File: config.mk
export PLATFORM = sky130hd
export DESIGN_NAME = nec_ir_rx
export DESIGN_NICKNAME = d
export VERILOG_FILES = /design/src/rtl/nec_ir_pkg.sv /design/src/rtl/ir_sync_edge.sv /design/src/rtl/nec_ir_rx.sv
export SDC_FILE = /design/constraint.sdc
export NUM_CORES = 1
export LEC_CHECK = 0
export ABC_AREA = 1
export BUFFER_PORTS_ARGS = -buffer_cell sky130_fd_sc_hd__buf_2
export CAP_MARGIN = 0
export CELL_PAD_IN_SITES_DETAIL_PLACEMENT = 2
export CELL_PAD_IN_SITES_GLOBAL_PLACEMENT = 2
export CORE_MARGIN = 2
export CORE_UTILIZATION = 36
export CTS_CLUSTER_DIAMETER = 120
export DETAILED_ROUTE_END_ITERATION = 12
export GPL_ROUTABILITY_DRIVEN = 0
export PLACE_DENSITY_LB_ADDON = 0.1
export SETUP_SLACK_MARGIN = 0.02
export SLEW_MARGIN = 20
export SYNTH_ARGS = -nofsm -noshare
export SYNTH_HDL_FRONTEND = slang
export SYNTH_SLANG_ARGS = --single-unit
File: constraint.sdc
create_clock -name FPGA_CLK -period 2.2 [get_ports FPGA_CLK]
set_input_delay 0.22 -clock FPGA_CLK [delete_from_list [all_inputs] [get_ports FPGA_CLK]]
set_output_delay 0.22 -clock FPGA_CLK [all_outputs]
set_load 0.02 [all_outputs]
File: src/rtl/nec_ir_pkg.sv
// nec_ir_pkg: state encoding, timing windows and frame layout for the NEC IR
// receiver. The ST_REP_MARK state exists only when NEC_IR_REPEAT_EN is defined.
package nec_ir_pkg;

`ifdef NEC_IR_REPEAT_EN
   typedef enum logic [2:0] {
      ST_IDLE, ST_LEAD_MARK, ST_LEAD_SPACE, ST_BIT_MARK, ST_BIT_SPACE, ST_REP_MARK
   } state_t;
`else
   typedef enum logic [2:0] {
      ST_IDLE, ST_LEAD_MARK, ST_LEAD_SPACE, ST_BIT_MARK, ST_BIT_SPACE
   } state_t;
`endif

   localparam int TICK_W     = 9;
   localparam int TICK_MAX   = 511;
   localparam int FRAME_BITS = 32;

   // Exclusive window bounds in microseconds; converted to ticks per TICK_US.
   localparam int LEAD_MARK_LO_US  = 7595;
   localparam int LEAD_MARK_HI_US  = 10395;
   localparam int LEAD_SPACE_LO_US = 3080;
   localparam int LEAD_SPACE_HI_US = 5880;
   localparam int REP_SPACE_LO_US  = 1750;
   localparam int REP_SPACE_HI_US  = 2800;
   localparam int BIT_MARK_LO_US   = 210;
   localparam int BIT_MARK_HI_US   = 910;
   localparam int ZERO_SPACE_LO_US = 210;
   localparam int ZERO_SPACE_HI_US = 910;
   localparam int ONE_SPACE_LO_US  = 1330;
   localparam int ONE_SPACE_HI_US  = 2030;

   // Byte positions inside the 32-bit frame (received LSB first).
   localparam int ADDR_POS  = 0;
   localparam int ADDRN_POS = 8;
   localparam int CMD_POS   = 16;
   localparam int CMDN_POS  = 24;

   function automatic logic [TICK_W-1:0] us_to_ticks(input int us, input int tick_us);
      int t;
      t = us / tick_us;
      if (t > TICK_MAX) t = TICK_MAX;
      return t[TICK_W-1:0];
   endfunction

   function automatic logic in_window(input logic [TICK_W-1:0] t,
                                      input logic [TICK_W-1:0] lo,
                                      input logic [TICK_W-1:0] hi);
      return (t > lo) && (t < hi);
   endfunction

endpackage

File: src/rtl/ir_sync_edge.sv
// ir_sync_edge: brings the raw IR line into the clock domain and reports the
// start and end of each mark, independent of the receiver's output polarity.
module ir_sync_edge #(
   parameter int IR_ACTIVE_LOW = 1
) (
   input  logic i_clk,
   input  logic i_rst_n,
   input  logic i_ir,
   output logic o_mark_start,
   output logic o_mark_end
);
   // Level the line rests at between bursts.
   localparam logic IDLE_LVL = (IR_ACTIVE_LOW != 0) ? 1'b1 : 1'b0;

   logic r_meta, r_sync, r_hist;
   logic w_mark_now, w_mark_prev;

   // Two synchroniser flops plus one history flop; reset to the idle level so
   // release from reset never looks like an edge.
   always_ff @(posedge i_clk or negedge i_rst_n) begin
      if (!i_rst_n) begin
         r_meta <= IDLE_LVL;
         r_sync <= IDLE_LVL;
         r_hist <= IDLE_LVL;
      end else begin
         r_meta <= i_ir;
         r_sync <= r_meta;
         r_hist <= r_sync;
      end
   end

   assign w_mark_now   = r_sync ^ IDLE_LVL;
   assign w_mark_prev  = r_hist ^ IDLE_LVL;
   assign o_mark_start = w_mark_now & ~w_mark_prev;
   assign o_mark_end   = ~w_mark_now & w_mark_prev;
endmodule

File: src/rtl/nec_ir_rx.sv
// nec_ir_rx: NEC infrared frame decoder with valid/ready output handshake.
// Define NEC_IR_REPEAT_EN to decode repeat codes (replays the last frame).
// The repeat flag output is named is_repeat because "repeat" is a keyword.
module nec_ir_rx
   import nec_ir_pkg::*;
#(
   parameter int CLK_HZ        = 50_000_000,
   parameter int TICK_US       = 35,
   parameter int IR_ACTIVE_LOW = 1,
   parameter int TIMEOUT_TICKS = 320
) (
   input  logic       FPGA_CLK,
   input  logic       FPGA_RST,
   input  logic       IR,
   output logic       frame_valid,
   input  logic       frame_ready,
   output logic [7:0] addr,
   output logic [7:0] addr_n,
   output logic [7:0] cmd,
   output logic       is_repeat,
   output logic       err,
   output logic       ovr
);
   // Multiply before dividing: identical for whole-MHz clocks, and still
   // usable for slow clocks; never below one cycle per tick.
   localparam longint DIV_RAW   = (longint'(CLK_HZ) * longint'(TICK_US)) / 1_000_000;
   localparam int     PRESC_DIV = (DIV_RAW < 1) ? 1 : int'(DIV_RAW);
   localparam int     PRESC_W   = (PRESC_DIV > 1) ? $clog2(PRESC_DIV) : 1;
   localparam logic [PRESC_W-1:0] PRESC_LAST = PRESC_W'(PRESC_DIV - 1);

   localparam logic [TICK_W-1:0] TICK_SAT = '1;
   localparam logic [TICK_W-1:0] TO_TICKS = TICK_W'(TIMEOUT_TICKS);
   localparam logic [TICK_W-1:0] LM_LO = us_to_ticks(LEAD_MARK_LO_US,  TICK_US);
   localparam logic [TICK_W-1:0] LM_HI = us_to_ticks(LEAD_MARK_HI_US,  TICK_US);
   localparam logic [TICK_W-1:0] LS_LO = us_to_ticks(LEAD_SPACE_LO_US, TICK_US);
   localparam logic [TICK_W-1:0] LS_HI = us_to_ticks(LEAD_SPACE_HI_US, TICK_US);
   localparam logic [TICK_W-1:0] BM_LO = us_to_ticks(BIT_MARK_LO_US,   TICK_US);
   localparam logic [TICK_W-1:0] BM_HI = us_to_ticks(BIT_MARK_HI_US,   TICK_US);
   localparam logic [TICK_W-1:0] B0_LO = us_to_ticks(ZERO_SPACE_LO_US, TICK_US);
   localparam logic [TICK_W-1:0] B0_HI = us_to_ticks(ZERO_SPACE_HI_US, TICK_US);
   localparam logic [TICK_W-1:0] B1_LO = us_to_ticks(ONE_SPACE_LO_US,  TICK_US);
   localparam logic [TICK_W-1:0] B1_HI = us_to_ticks(ONE_SPACE_HI_US,  TICK_US);
`ifdef NEC_IR_REPEAT_EN
   localparam logic [TICK_W-1:0] RS_LO = us_to_ticks(REP_SPACE_LO_US,  TICK_US);
   localparam logic [TICK_W-1:0] RS_HI = us_to_ticks(REP_SPACE_HI_US,  TICK_US);
`endif

   logic                  w_mark_start, w_mark_end, w_edge;
   logic [PRESC_W-1:0]    r_presc;
   logic [TICK_W-1:0]     r_ticks;
   state_t                r_state, w_nxt_state;
   logic [5:0]            r_cnt, w_nxt_cnt;
   logic [FRAME_BITS-1:0] r_shift, w_nxt_shift;
   logic                  w_abort, w_done, w_done_rep, w_cmd_ok, w_hs;
   logic [7:0]            w_ld_addr, w_ld_addr_n, w_ld_cmd;
   logic                  r_valid, r_err, r_ovr;
   logic [7:0]            r_addr, r_addr_n, r_cmd;
`ifdef NEC_IR_REPEAT_EN
   logic                  r_rep, r_have_last;
   logic [7:0]            r_last_addr, r_last_addr_n, r_last_cmd;
`endif

   ir_sync_edge #(.IR_ACTIVE_LOW(IR_ACTIVE_LOW)) u_sync (
      .i_clk        (FPGA_CLK),
      .i_rst_n      (FPGA_RST),
      .i_ir         (IR),
      .o_mark_start (w_mark_start),
      .o_mark_end   (w_mark_end)
   );

   assign w_edge   = w_mark_start | w_mark_end;
   assign w_cmd_ok = (r_shift[CMDN_POS +: 8] == ~r_shift[CMD_POS +: 8]);
   assign w_hs     = r_valid & frame_ready;

   // Duration measurement: prescaler and tick counter restart on every edge,
   // ticks saturate so long idle periods never wrap into a valid window.
   always_ff @(posedge FPGA_CLK or negedge FPGA_RST) begin
      if (!FPGA_RST) begin
         r_presc <= '0;
         r_ticks <= '0;
      end else if (w_edge) begin
         r_presc <= '0;
         r_ticks <= '0;
      end else if (r_presc == PRESC_LAST) begin
         r_presc <= '0;
         if (r_ticks != TICK_SAT) r_ticks <= r_ticks + 1'b1;
      end else begin
         r_presc <= r_presc + 1'b1;
      end
   end

   // Decoder state, bit counter and shift register.
   always_ff @(posedge FPGA_CLK or negedge FPGA_RST) begin
      if (!FPGA_RST) begin
         r_state <= ST_IDLE;
         r_cnt   <= '0;
         r_shift <= '0;
      end else begin
         r_state <= w_nxt_state;
         r_cnt   <= w_nxt_cnt;
         r_shift <= w_nxt_shift;
      end
   end

   // Next state: each edge closes the phase just measured in r_ticks.
   always_comb begin
      w_nxt_state = r_state;
      w_nxt_cnt   = r_cnt;
      w_nxt_shift = r_shift;
      w_abort     = 1'b0;
      w_done      = 1'b0;
      w_done_rep  = 1'b0;
      case (r_state)
         ST_IDLE: if (w_mark_start) w_nxt_state = ST_LEAD_MARK;
         ST_LEAD_MARK: if (w_mark_end) begin
            if (in_window(r_ticks, LM_LO, LM_HI)) w_nxt_state = ST_LEAD_SPACE;
            else begin w_nxt_state = ST_IDLE; w_abort = 1'b1; end
         end
         ST_LEAD_SPACE: if (w_mark_start) begin
            if (in_window(r_ticks, LS_LO, LS_HI)) begin
               w_nxt_state = ST_BIT_MARK;
               w_nxt_cnt   = '0;
               w_nxt_shift = '0;
            end
`ifdef NEC_IR_REPEAT_EN
            else if (in_window(r_ticks, RS_LO, RS_HI)) w_nxt_state = ST_REP_MARK;
`endif
            else begin w_nxt_state = ST_IDLE; w_abort = 1'b1; end
         end
         ST_BIT_MARK: if (w_mark_end) begin
            if (!in_window(r_ticks, BM_LO, BM_HI)) begin
               w_nxt_state = ST_IDLE; w_abort = 1'b1;
            end else if (r_cnt < 6'd32) begin
               w_nxt_state = ST_BIT_SPACE;
            end else begin
               // Stop-bit mark: frame complete, command byte must self-check.
               w_nxt_state = ST_IDLE;
               if (w_cmd_ok) w_done = 1'b1;
               else          w_abort = 1'b1;
            end
         end
         ST_BIT_SPACE: if (w_mark_start) begin
            if (in_window(r_ticks, B0_LO, B0_HI)) begin
               w_nxt_shift = {1'b0, r_shift[FRAME_BITS-1:1]};
               w_nxt_cnt   = r_cnt + 6'd1;
               w_nxt_state = ST_BIT_MARK;
            end else if (in_window(r_ticks, B1_LO, B1_HI)) begin
               w_nxt_shift = {1'b1, r_shift[FRAME_BITS-1:1]};
               w_nxt_cnt   = r_cnt + 6'd1;
               w_nxt_state = ST_BIT_MARK;
            end else begin
               w_nxt_state = ST_IDLE; w_abort = 1'b1;
            end
         end
`ifdef NEC_IR_REPEAT_EN
         ST_REP_MARK: if (w_mark_end) begin
            w_nxt_state = ST_IDLE;
            if (in_window(r_ticks, BM_LO, BM_HI) && r_have_last) w_done_rep = 1'b1;
            else                                                  w_abort    = 1'b1;
         end
`endif
         default: w_nxt_state = ST_IDLE;
      endcase
      // Line stuck mid-frame: give up once no edge has arrived for too long.
      if (r_state != ST_IDLE && !w_edge && r_ticks >= TO_TICKS) begin
         w_nxt_state = ST_IDLE;
         w_abort     = 1'b1;
      end
   end

`ifdef NEC_IR_REPEAT_EN
   assign w_ld_addr   = w_done_rep ? r_last_addr   : r_shift[ADDR_POS  +: 8];
   assign w_ld_addr_n = w_done_rep ? r_last_addr_n : r_shift[ADDRN_POS +: 8];
   assign w_ld_cmd    = w_done_rep ? r_last_cmd    : r_shift[CMD_POS   +: 8];

   // Remember the last good full frame so repeat codes can replay it.
   always_ff @(posedge FPGA_CLK or negedge FPGA_RST) begin
      if (!FPGA_RST) begin
         r_have_last   <= 1'b0;
         r_last_addr   <= '0;
         r_last_addr_n <= '0;
         r_last_cmd    <= '0;
      end else if (w_done) begin
         r_have_last   <= 1'b1;
         r_last_addr   <= r_shift[ADDR_POS  +: 8];
         r_last_addr_n <= r_shift[ADDRN_POS +: 8];
         r_last_cmd    <= r_shift[CMD_POS   +: 8];
      end
   end
`else
   assign w_ld_addr   = r_shift[ADDR_POS  +: 8];
   assign w_ld_addr_n = r_shift[ADDRN_POS +: 8];
   assign w_ld_cmd    = r_shift[CMD_POS   +: 8];
`endif

   // Output holding registers: a completed frame loads only if the slot is
   // free or being accepted this cycle; otherwise it is dropped with ovr.
   always_ff @(posedge FPGA_CLK or negedge FPGA_RST) begin
      if (!FPGA_RST) begin
         r_valid  <= 1'b0;
         r_err    <= 1'b0;
         r_ovr    <= 1'b0;
         r_addr   <= '0;
         r_addr_n <= '0;
         r_cmd    <= '0;
`ifdef NEC_IR_REPEAT_EN
         r_rep    <= 1'b0;
`endif
      end else begin
         r_err <= w_abort;
         r_ovr <= 1'b0;
         if (w_hs) r_valid <= 1'b0;
         if (w_done | w_done_rep) begin
            if (!r_valid || w_hs) begin
               r_valid  <= 1'b1;
               r_addr   <= w_ld_addr;
               r_addr_n <= w_ld_addr_n;
               r_cmd    <= w_ld_cmd;
`ifdef NEC_IR_REPEAT_EN
               r_rep    <= w_done_rep;
`endif
            end else begin
               r_ovr <= 1'b1;
            end
         end
      end
   end

   assign frame_valid = r_valid;
   assign addr        = r_addr;
   assign addr_n      = r_addr_n;
   assign cmd         = r_cmd;
   assign err         = r_err;
   assign ovr         = r_ovr;
`ifdef NEC_IR_REPEAT_EN
   assign is_repeat   = r_rep;
`else
   assign is_repeat   = 1'b0;
`endif
endmodule
==> insert_results.sql <==
INSERT INTO impl_metrics (metric_group, metric, value, unit) VALUES
('pwr', 'ir_drop', '0.281', 'mV'),
('pwr', 'part_of_the_power_in_registers', '48.5', '%'),
('yosys', 'yosysMostFrequentCell', 'sky130_fd_sc_hd__nand2_1', ''),
('placed_design', 'placement.cell_area', '0.00505', 'mm^2'),
('flow_run', 'maxCapViolations', '0', ''),
('critical_path', 'crit_path_end_kind', 'flop', ''),
('critical_path', 'worst-endpoint-required', '2.41', 'ns'),
('routing', 'route.detailed.drc', '0', ''),
('finish', 'final_cell_count_no_fill', '814', ''),
('placed_design', 'place.port_buffers', '30', ''),
('cts', 'clock_tree.root_cell', 'sky130_fd_sc_hd__clkbuf_16', ''),
('hold_path', 'hold_start', 'u_sync.r_meta$_DFF_PN1_', ''),
('cts', 'cts.clk_slew.worst_paths', '0.07', 'ns'),
('die', 'floorplan.die_area', '0.0140', 'mm^2'),
('yosys', 'synth_area', '0.00471', 'mm^2'),
('placed_design', 'place_ws', '-0.0551', 'ns'),
('die', 'die-height', '118', 'um'),
('global_routing', 'antenna_found_initial', '0', ''),
('yosys', 'seq_cells_post_synth', '91', ''),
('critical_path', 'crit_path_start', 'r_ticks[1]$_DFFE_PN0P_', ''),
('critical_path', 'reg2reg_from', 'r_ticks[1]$_DFFE_PN0P_', ''),
('sta', 'timing.slew.headroom', '58.4', '%'),
('pwr', 'cell_internal_pwr', '2.70', 'mW'),
('yosys', 'synth.lib_cells_used.distinct', '32', ''),
('critical_path', 'setup.worst_path.end', 'r_shift[4]$_DFFE_PN0P_', ''),
('pwr', 'total_power', '3.58', 'mW'),
('critical_path', 'cp.arrival', '2.14', 'ns'),
('critical_path', 'startpoint_type', 'flop', ''),
('yosys', 'synth-async-reset-ratio', '100', '%'),
('sta', 'fin_crit_sh', '88.0', '%'),
('sta', 'hold_ws', '0.359', 'ns'),
('finish', 'stdcell_area', '0.00539', 'mm^2'),
('yosys', 'synthesis.yosys.warnings', '0', ''),
('sta', 'setup_repair_after_global_routing_missed_its_margin', 'false', ''),
('yosys', 'synth.cells.most_frequent', '220 x sky130_fd_sc_hd__nand2_1, 88 x sky130_fd_sc_hd__dfrtp_1, 52 x sky130_fd_sc_hd__inv_1', ''),
('hold_path', 'min_path_type', 'reg -> reg', ''),
('finish', 'num-nets-final', '650', ''),
('die', 'core', '0.0127', 'mm^2'),
('routing', 'wl_per_cell', '16.0', 'um'),
('cts', 'cts.sink_count', '91', ''),
('yosys', 'syn_avg_cell_area', '7.78', 'um^2'),
('critical_path', 'r2r-end', 'r_shift[4]$_DFFE_PN0P_', ''),
('yosys', 'synthCells', '605', ''),
('die', 'dieWidth', '118', 'um'),
('yosys', 'mappedNetlistNets', '618', ''),
('sta', 'finalHoldViolCount', '0', ''),
('global_routing', 'track_usage', '20.2', '%'),
('critical_path', 'worst-r2r-cell-count', '11', ''),
('placed_design', 'dp.cells', '796', ''),
('routing', 'antenna_viol_nets_final', '0', ''),
('routing', 'detailroute.via_count', '4135', ''),
('placed_design', 'place_hpwl', '9.23', 'mm'),
('global_routing', 'grt_pass1_wl', '22.9', 'mm'),
('critical_path', 'crit_type', 'reg -> reg', ''),
('sta', 'setup_slack', '0.263', 'ns'),
('global_routing', 'grt_overflow_total', '0', ''),
('sta', 'setup-tns-final', '0', 'ns'),
('pwr', 'pwr_density_cell', '665', 'mW/mm^2'),
('cts', 'tritoncts_clock_tree', 'built', ''),
('status', 'status', 'completed', ''),
('cts', 'cts_inserted_buffers', '9', ''),
('routing', 'drt-total-wl', '13.0', 'mm'),
('sta', 'report.final.slew_viol_count', '0', ''),
('yosys', 'ys_dominant_reg_cell', 'sky130_fd_sc_hd__dfrtp_1', ''),
('routing', 'avgViaCountPerCell', '5.08', ''),
('sta', 'fin_crit', '1.94', 'ns'),
('sta', 'worst-slew-pin-transition', '0.623', 'ns'),
('pwr', 'sw_frac_of_total', '24.7', '%'),
('critical_path', 'setup.reg_to_reg.worst_slack', '0.26', 'ns'),
('die', 'rows', '41', ''),
('cts', 'htree_levels', '3', '');
## state kept, by name (all words and copies together) (netlist names), 3 cells and up
| name | count |
|---|---|
| addr | 8 |
| addr_n | 8 |
| cmd | 8 |
| r_cnt | 6 |
| r_presc | 11 |
| r_shift | 32 |
| r_state | 3 |
| r_ticks | 9 |
## layer usage
| layer | routed length (um) | GRT usage, % |
|---|---|---|
| met3 | 208 | 2.90 |
| met5 | 0 | 0 |
| met1 | 5620 | 24.9 |
| met2 | 6990 | 36.1 |
| met4 | 185 | 6.93 |
## cells by family after synthesis
group / count (synthesis) / share of synthesized area [%]
AOI/OAI and AO/OA: 62 / 7.42
xor gates and xnor gates: 7 / 1.30
DFF: 91 / 48.5
adders and majority gates: 9 / 2.39
buffers and inverters: 85 / 8.27
and+or+nand+nor: 350 / 32.1
other: 1 / 0.0797
## worst min path at each step
stage | endpoint | slack (ns) | depth (start not counted)
after CTS | u_sync.r_sync$_DFF_PN1_ | 0.36 | 0
after detailed placement | r_shift[19]$_DFFE_PN0P_ | 0.26 | 1
final | u_sync.r_sync$_DFF_PN1_ | 0.36 | 0
after global routing | u_sync.r_sync$_DFF_PN1_ | 0.36 | 0
after floorplan | addr[0]$_DFFE_PN0P_ | -0.08 | 0
after global placement | r_shift[19]$_DFFE_PN0P_ | 0.26 | 1
## power groups by stage
stage / registers [mW] / clock network (mW) / logic, mW
final: 1.74 / 1.60 / 0.242
after floorplan: 1.76 / 0 / 0.136
after global routing: 1.74 / 1.72 / 0.284
after global placement: 1.76 / 0 / 0.229
after CTS: 1.74 / 1.65 / 0.249
after detailed placement: 1.77 / 0 / 0.242
## worst max-delay path: stages, from the launching register on
cell and delay (ns):
sky130_fd_sc_hd__dfrtp_1 0.38, sky130_fd_sc_hd__buf_4 0.17, sky130_fd_sc_hd__inv_1 0.08, sky130_fd_sc_hd__ha_1 0.14
sky130_fd_sc_hd__nand2_1 0.05, sky130_fd_sc_hd__nand3_1 0.07, sky130_fd_sc_hd__nand2_1 0.10, sky130_fd_sc_hd__nand2_1 0.10
sky130_fd_sc_hd__nand2_1 0.08, sky130_fd_sc_hd__nand3_2 0.10, sky130_fd_sc_hd__buf_12 0.29, sky130_fd_sc_hd__o21ai_0 0.16
## cells in the final DEF, fill, tap and decap left out, types with 2 or more instances in the layout
cell                            synthesis  layout
sky130_fd_sc_hd__ha_1                   9       9
sky130_fd_sc_hd__nand4_1               31      31
sky130_fd_sc_hd__nand3_2                4       4
sky130_fd_sc_hd__nor2_2                 4       4
sky130_fd_sc_hd__clkinv_4               0       2
sky130_fd_sc_hd__nand3_1               24      24
sky130_fd_sc_hd__inv_1                 52      52
sky130_fd_sc_hd__buf_12                 0       3
sky130_fd_sc_hd__nand2_1              220     218
sky130_fd_sc_hd__o21ai_0               19      18
sky130_fd_sc_hd__o21ai_2               10      10
sky130_fd_sc_hd__o21ai_1               22      23
sky130_fd_sc_hd__dfstp_2                3       3
sky130_fd_sc_hd__xor2_1                 7       7
sky130_fd_sc_hd__buf_4                  4      12
sky130_fd_sc_hd__clkbuf_16              0       9
sky130_fd_sc_hd__nor3_1                 8       8
sky130_fd_sc_hd__nor3_2                 2       2
sky130_fd_sc_hd__nand2_2                1       2
sky130_fd_sc_hd__dfrtp_1               88      87
sky130_fd_sc_hd__inv_2                  6       6
sky130_fd_sc_hd__a21oi_1               10      10
sky130_fd_sc_hd__dlygate4sd3_1          0       2
sky130_fd_sc_hd__buf_2                  8      29
sky130_fd_sc_hd__clkinv_1               2       2
sky130_fd_sc_hd__nor2_1                50      50
sky130_fd_sc_hd__or2_2                  2       2
## timing repair
item                                    in CTS  in global routing
hold buffers                                 2                  0
gates resized for setup                      1                  4
gates cloned                                 0                  0
setup buffers                                0                  0
endpoints found under the setup margin       7                  7
endpoints found under the hold margin       40                  0
## final cells by class
cell class,count,area (um^2),share of cell area [%]
Multi-Input combinational cell,429,2050,38.0
Tap cell,172,215,3.99
Clock buffer,11,243,4.51
Sequential cell,91,2280,42.4
Inverter,60,225,4.18
Clock inverter,5,61.3,1.14
Timing Repair Buffer,46,315,5.85
No activity file was read; power rests on OpenSTA's default activity.
